**src/rtl/rggen_bit_field_rws_mc.sv**
```systemverilog
// Multi-channel read-write bit field with hardware set.
// Several hardware agents can load or OR-merge a value into one
// software-visible field. The lowest-index requester wins, and a one-hot
// acknowledge tells it that its value was taken. A sticky flag records
// that hardware changed the field since software last read it.
module rggen_bit_field_rws_mc #(
  parameter int               WIDTH         = 8,
  parameter logic [WIDTH-1:0] INITIAL_VALUE = {WIDTH{1'b0}},
  parameter int               SET_CHANNELS  = 2,
  parameter int               WRITE_FIRST   = 1,
  parameter int               SET_MODE      = 0
) (
  input  logic                          i_clk,
  input  logic                          i_rst,
  input  logic                          i_bit_field_valid,
  input  logic [WIDTH-1:0]              i_bit_field_read_mask,
  input  logic [WIDTH-1:0]              i_bit_field_write_mask,
  input  logic [WIDTH-1:0]              i_bit_field_write_data,
  output logic [WIDTH-1:0]              o_bit_field_read_data,
  output logic [WIDTH-1:0]              o_bit_field_value,
  input  logic [SET_CHANNELS-1:0]       i_set,
  input  logic [SET_CHANNELS*WIDTH-1:0] i_value,
  output logic [SET_CHANNELS-1:0]       o_set_ack,
  output logic [WIDTH-1:0]              o_value,
  output logic                          o_updated
);

  logic [WIDTH-1:0]        value_reg;
  logic [WIDTH-1:0]        value_next;
  logic                    updated_reg;
  logic                    updated_next;

  logic                    write_access;
  logic                    read_access;
  logic [SET_CHANNELS-1:0] grant;
  logic                    any_set;
  logic                    set_apply;
  logic [WIDTH-1:0]        masked_value [SET_CHANNELS];
  logic [WIDTH-1:0]        set_data;
  logic [WIDTH-1:0]        set_result;
  logic [WIDTH-1:0]        write_result;

  assign write_access = i_bit_field_valid && (|i_bit_field_write_mask);
  assign read_access  = i_bit_field_valid && (|i_bit_field_read_mask) && !write_access;
  assign any_set      = |i_set;

  // Fixed priority: a channel wins only if no lower-index channel requests.
  // Each channel's data is gated by its grant so the winner can be OR-selected.
  for (genvar gi = 0; gi < SET_CHANNELS; gi++) begin : g_channel
    if (gi == 0) begin : g_first
      assign grant[gi] = i_set[gi];
    end else begin : g_rest
      assign grant[gi] = i_set[gi] && !(|i_set[gi-1:0]);
    end
    assign masked_value[gi] = i_value[gi*WIDTH +: WIDTH] & {WIDTH{grant[gi]}};
  end

  // Winner's data: the grant is one-hot, so ORing the gated values selects it.
  always_comb begin
    set_data = '0;
    for (int i = 0; i < SET_CHANNELS; i++) begin
      set_data = set_data | masked_value[i];
    end
  end

  // A set is taken unless reset is active or a concurrent write has priority.
  // Depends only on request/bus/reset inputs, never on the stored value.
  assign set_apply = any_set && !i_rst && (!write_access || (WRITE_FIRST == 0));
  assign o_set_ack = set_apply ? grant : '0;

  assign set_result   = (SET_MODE != 0) ? (value_reg | set_data) : set_data;
  assign write_result = (value_reg & ~i_bit_field_write_mask) |
                        (i_bit_field_write_data & i_bit_field_write_mask);

  // Next field value and sticky flag; a value-changing set beats a read clear.
  always_comb begin
    value_next   = value_reg;
    updated_next = updated_reg;
    if (set_apply) begin
      value_next = set_result;
    end else if (write_access) begin
      value_next = write_result;
    end
    if (set_apply && (set_result != value_reg)) begin
      updated_next = 1'b1;
    end else if (read_access) begin
      updated_next = 1'b0;
    end
  end

  // Field and flag registers with synchronous reset.
  always_ff @(posedge i_clk) begin
    if (i_rst) begin
      value_reg   <= INITIAL_VALUE;
      updated_reg <= 1'b0;
    end else begin
      value_reg   <= value_next;
      updated_reg <= updated_next;
    end
  end

  assign o_bit_field_read_data = value_reg;
  assign o_bit_field_value     = value_reg;
  assign o_value               = value_reg;
  assign o_updated             = updated_reg;

endmodule

```
**config.mk**
```make
export PLATFORM = sky130hd
export DESIGN_NAME = rggen_bit_field_rws_mc
export DESIGN_NICKNAME = d
export VERILOG_FILES = /design/src/rtl/rggen_bit_field_rws_mc.sv
export SDC_FILE = /design/constraint.sdc
export NUM_CORES = 1
export LEC_CHECK = 0
export BUFFER_PORTS_ARGS = -buffer_cell sky130_fd_sc_hd__clkbuf_2
export CORE_UTILIZATION = 45
export CTS_BUF_LIST = sky130_fd_sc_hd__clkbuf_2 sky130_fd_sc_hd__clkbuf_4 sky130_fd_sc_hd__clkbuf_8
export CTS_CLUSTER_DIAMETER = 40
export DETAILED_ROUTE_END_ITERATION = 8
export PLACE_DENSITY = 0.88
export SYNTH_ARGS = -nofsm -noshare
export SYNTH_HDL_FRONTEND = slang
export SYNTH_SLANG_ARGS = --single-unit
```
**constraint.sdc**
```tcl
create_clock -name i_clk -period 3 [get_ports i_clk]
set_clock_uncertainty 0.05 [all_clocks]
set_input_delay 0.15 -clock i_clk [delete_from_list [all_inputs] [get_ports i_clk]]
set_output_delay 0.15 -clock i_clk [all_outputs]
set_load 0.005 [all_outputs]
```
## Yosys cells after proc, flatten, opt, wreduce, memory -nomap -nowiden

Index checks and enable logic that the tools add are counted.

- Memories: 0
- Word-level logic and storage cells: 30
- Register bits after elaboration: 9
- Input bits: 45
- Bits in read-only memories: 0
- Bits in writable memories: 0
- Output and inout bits: 27
- Bits in latches: 0

- Bitwise operators: 7
- Muxes and demuxes: 5
- Order comparisons: 0
- $mul: 0
- Add/subtract/negate cells: 0
- Reductions and logical operators: 15
- Equal/unequal tests: 1
- Divide/modulo/power cells: 0
- Shift-type cells: 0

Operators with widths:

| cell | count |
|---|---|
| AND 8 bit | 4 |
| two-way mux 8 bit | 2 |
| OR 8 bit | 2 |
| OR reduction 8 bit | 2 |
| inequality test 8 bit | 1 |
| inverter 8 bit | 1 |
| logical AND 1 bit | 7 |
| nonzero test 2 bit | 2 |
| logical NOT 1 bit | 3 |
| two-way mux 1 bit | 2 |
| two-way mux 2 bit | 1 |
| OR reduction 2 bit | 1 |

## Longest topological paths before layout

- Depth in word-level cells: 7
- Gate-level depth with buffers: 8
- Mapped depth without buffers: 6

## Worst setup path after synthesis

OpenSTA, ideal clock, no wires.

- Path kind: reg2reg
- Start: register with a tool-made name
- End: register updated_reg (netlist: o_updated)
- Setup slack: 1.485 ns
- Clock period less this slack: 1.515 ns
- Setup time: 0.117 ns
- Stages on the path, launching flop included: 7
- Buffers on the path: 0
- Data required time: 2.833 ns
- Arrival: 1.347 ns
- Cells stage by stage: dfxtp_1 -> xnor2_1 -> and3_1 -> o21ai_0 -> a221oi_2 -> o211ai_1 -> a32o_1

RTL lines:

| element | RTL line | RTL |
|---|---|---|
| end signal, assigned | 98 | `updated_reg <= updated_next;` |
| end, declared | 30 | `logic updated_reg;` |

## Final worst setup path

- Start: input port i_bit_field_write_mask[0]
- End: output port o_set_ack[1]

- Word-level cells in the longest chain between the ends: 5

Ends and longest elaborated chain:

| element | RTL line | RTL |
|---|---|---|
| start, declared | 17 | `input logic [WIDTH-1:0] i_bit_field_write_mask,` |
| OR reduction 8 bit | 43 | `assign write_access = i_bit_field_valid && (\|i_bit_field_write_mask);` |
| logical AND 1 bit | 43 |  |
| logical NOT 1 bit | 68 | `assign set_apply = any_set && !i_rst && (!write_access \|\| (WRITE_FIRST == 0));` |
| logical AND 1 bit | 68 |  |
| two-way mux 2 bit | 69 | `assign o_set_ack = set_apply ? grant : '0;` |
| end, declared | 23 | `output logic [SET_CHANNELS-1:0] o_set_ack,` |

No other way between the ends.

==> Flow_metrics.wiki <==
{| class="wikitable"
! Metric !! Value
|-
| Status || finished, final reports clean
|-
| Max-Cap Viols || 0
|-
| Post-CTS clock slew at the launch and capture registers of the worst setup and hold paths || approximately 0.070 ns
|-
| Most frequent cells in the layout || clkbuf_2 (71), dfxtp_1 (9), nand2_1 (8), a211oi_1 (7), xnor2_1 (7)
|-
| Fraction of the core area covered by cells at the end of the flow || 61.7%
|-
| Area leader, netlist || dfxtp_1
|-
| Sum Neg Setup Slack || 0 ns
|-
| Tot GR Track Use || a little under a quarter
|-
| Hold/Removal Path Class || in2reg
|-
| Antenna diodes || 0
|-
| Routed Wire Length || between 2000 and 3000 µm
|-
| Ports placed on the boundary || between 70 and 80
|-
| Combinational share of power || between 30% and 40%
|-
| Required time of the critical path || 2.80 ns
|-
| Count of TritonRoute iterations in the first routing pass || 4
|-
| Layout cells sized above 1 || 48.6%
|-
| Via count of the first global-routing pass || 1095
|-
| Minimum period implied by the final worst setup slack || roughly 2.0 ns
|-
| Quantity of gates resized following cts || 0
|-
| Switching pwr || 0.000142 W
|-
| Clock tree from TritonCTS || done
|-
| Sequential Power Share || 36.6%
|-
| Number of synthesized register bits || 9
|-
| Worst path setup slack after routing || roughly 0.99 ns
|-
| Number of standard cells after synthesis || around 120
|-
| Ys Warns || 0
|-
| Start point of the critical path || i_bit_field_write_mask[0]
|-
| Worst relative slew slack || approximately half
|-
| Clock latency of the later-clocked register in the worst-skew pair || ~0.26 ns
|-
| Slew at the pin with the worst max-slew slack || ~0.76 ns
|-
| Grt ovf || 0
|-
| Share of synthesized area occupied by flip-flops and latches || 18.3%
|-
| Half-perimeter wire length after detailed placement || roughly 2200 µm
|-
| Starting Density || between 40% and 50%
|-
| Avg Inst Size Synth || about 8.1 µm²
|-
| Cell area after placement || roughly 1200 µm²
|-
| Most area-consuming cells after synthesis || dfxtp_1 (18%), buf_4 (13%), xnor2_1 (6.2%), a211oi_1 (5.3%), a311oi_1 (5.3%)
|-
| Critical path capture point type || output port
|-
| Critical setup path kind || in2out
|-
| DRC viols || 0
|-
| Worst Setup Slack post-DPL || just over 1 ns
|-
| Clock tree root buffer cell || clkbuf_4
|-
| Number of synthesized flops with an enable pin || 0
|-
| RSZ-0062 raised after global routing || no
|-
| Post-synth net total || ~170
|-
| Most frequent standard cell in the layout excluding fill and tap cells || clkbuf_2
|-
| Main flop type after synthesis || dfxtp_1
|-
| Leakage || roughly 0.56 nW
|-
| Critical Path Start Type || primary input
|-
| Final clock period utilization by the worst path || 66.9%
|-
| Yosys top cell area share || a little under a fifth
|-
| Area enclosed by the die boundary || ~2400 µm²
|-
| Pin count of the biggest net entering global routing || 20
|-
| Floorplan die height || 48.8 µm
|-
| Switching fraction of total power || 35.9%
|-
| Post-layout instance area || 1230 µm²
|-
| Clock H-tree levels || 1
|-
| Total CTS buffers || 3
|-
| Post-detailed-route count of antenna-violating nets || 0
|-
| CTS max path bufs || 2
|-
| Cts-stage hold buffer count || 0
|-
| Top achievable clock speed || between 400 and 500 MHz
|-
| Drt wl/cell || 14.4 µm
|-
| Clock share of power || 25.4%
|-
| Critical Path Fanout Max || 19
|-
| Global-route wire length before repair || ~4500 µm
|-
| Horizontal die dimension || around 50 µm
|-
| Iter 0 DRT Violations || 56
|-
| Count of buffers inserted at the top-level ports || 71
|-
| Final weighted congestion in routability-driven placement || between 0.8 and 0.9
|-
| Final net count || approximately 220
|-
| Via density per instance || 5.89
|-
| Worst vdd rail ir drop || around 0.23 mV
|-
| Via Count || 1177
|-
| Post-CTS Setup Inserts || 0
|-
| Initial antenna violation count || 0
|-
| Final cell count without fillers || 200
|-
| Arrival time at the worst endpoint || around 1.8 ns
|-
| Pint || ~0.00025 W
|-
| Final-report hold violation count || 0
|-
| Post-Place Cells || around 200
|-
| Core Box Area || 2000 µm²
|-
| Library cells used by synthesis || 38
|-
| Pwr per Cell Area || between 300 and 400 nW/µm²
|-
| Max-slew violation count || 0
|-
| Signed area change from the synthesized netlist to the final layout || 25.4%
|-
| Async set or reset register ratio after synthesis || 0%
|-
| Setup-failing EPs final || 0
|-
| Hold_sp || i_bit_field_write_data[2]
|-
| Post-synthesis instance area || just under 1000 µm²
|-
| Rows || 16
|-
| Clk sinks || 9
|}
power by group through the flow:
stage	clock (W)	sequential (W)	combinational, W
floorplan	0	0.000146	0.0000990
global placement	0	0.000147	0.000144
detailed placement	0	0.000148	0.000148
CTS	0.000102	0.000145	0.000149
global route	0.000112	0.000147	0.000163
finish	0.000101	0.000145	0.000150
Yosys cell counts, types with 3 or more instances:
cell type and number:
a22oi_1 5, buf_4 17, a311oi_1 6, nor2_1 5, xnor2_1 7, dfxtp_1 9
a211oi_1 7, o21ai_0 5, a21boi_0 6, xor2_1 3, a21oi_1 6, nand2_1 8
buf_2 4
metrics by stage:
stage	total power (W)	hold WS, ns
6_report	0.000396	0.0998
3_3_place_gp	0.000291	0.361
2_1_floorplan	0.000245	0.258
4_1_cts	0.000396	0.0990
5_1_grt	0.000423	0.0979
3_5_place_dp	0.000296	0.380
logic make-up after synthesis:
kind of cell	share of synthesized area, %
DFF	18.3
AOI/OAI and AO/OA	36.1
buffers and inverters	17.3
xor gates and xnor gates	8.90
and+or+nand+nor	19.4
final timing paths:
kind / to / slack (ns) / cells after the start
worst max-delay path: o_set_ack[1] / 0.99 / 6
worst min-delay path: flop / 0.1 / 3
worst max register to register: o_updated$_SDFFE_PP0P_ / 1.32 / 6
worst min register to register: o_updated$_SDFFE_PP0P_ / 0.45 / 1
per-layer routing:
layer / global-route usage, % / up-vias / part of all wire (%)
met5: 0 / - / 0
met4: 10.3 / 0 / 2.3
met3: 4.98 / 8 / 8.6
met2: 44.7 / 80 / 52
met1: 25.7 / 538 / 37
li1: - / 551 / -
worst max-delay path: stages:
cell      delay [ns]
clkbuf_2        0.11
nor4_2          0.29
nand2_1         0.17
a211oi_4        0.71
and2_2          0.27
clkbuf_2        0.11
layout make-up:
type | instances | area [µm²]
well taps | 27 | 33.8
flip-flops and latches | 9 | 180
fillers | 193 | 767
inverters | 1 | 3.75
clock buffers | 3 | 22.5
multi-input cells | 88 | 634
clock inverters | 1 | 5.00
repair buffers | 71 | 355
Power figures use the tool's default switching activity.
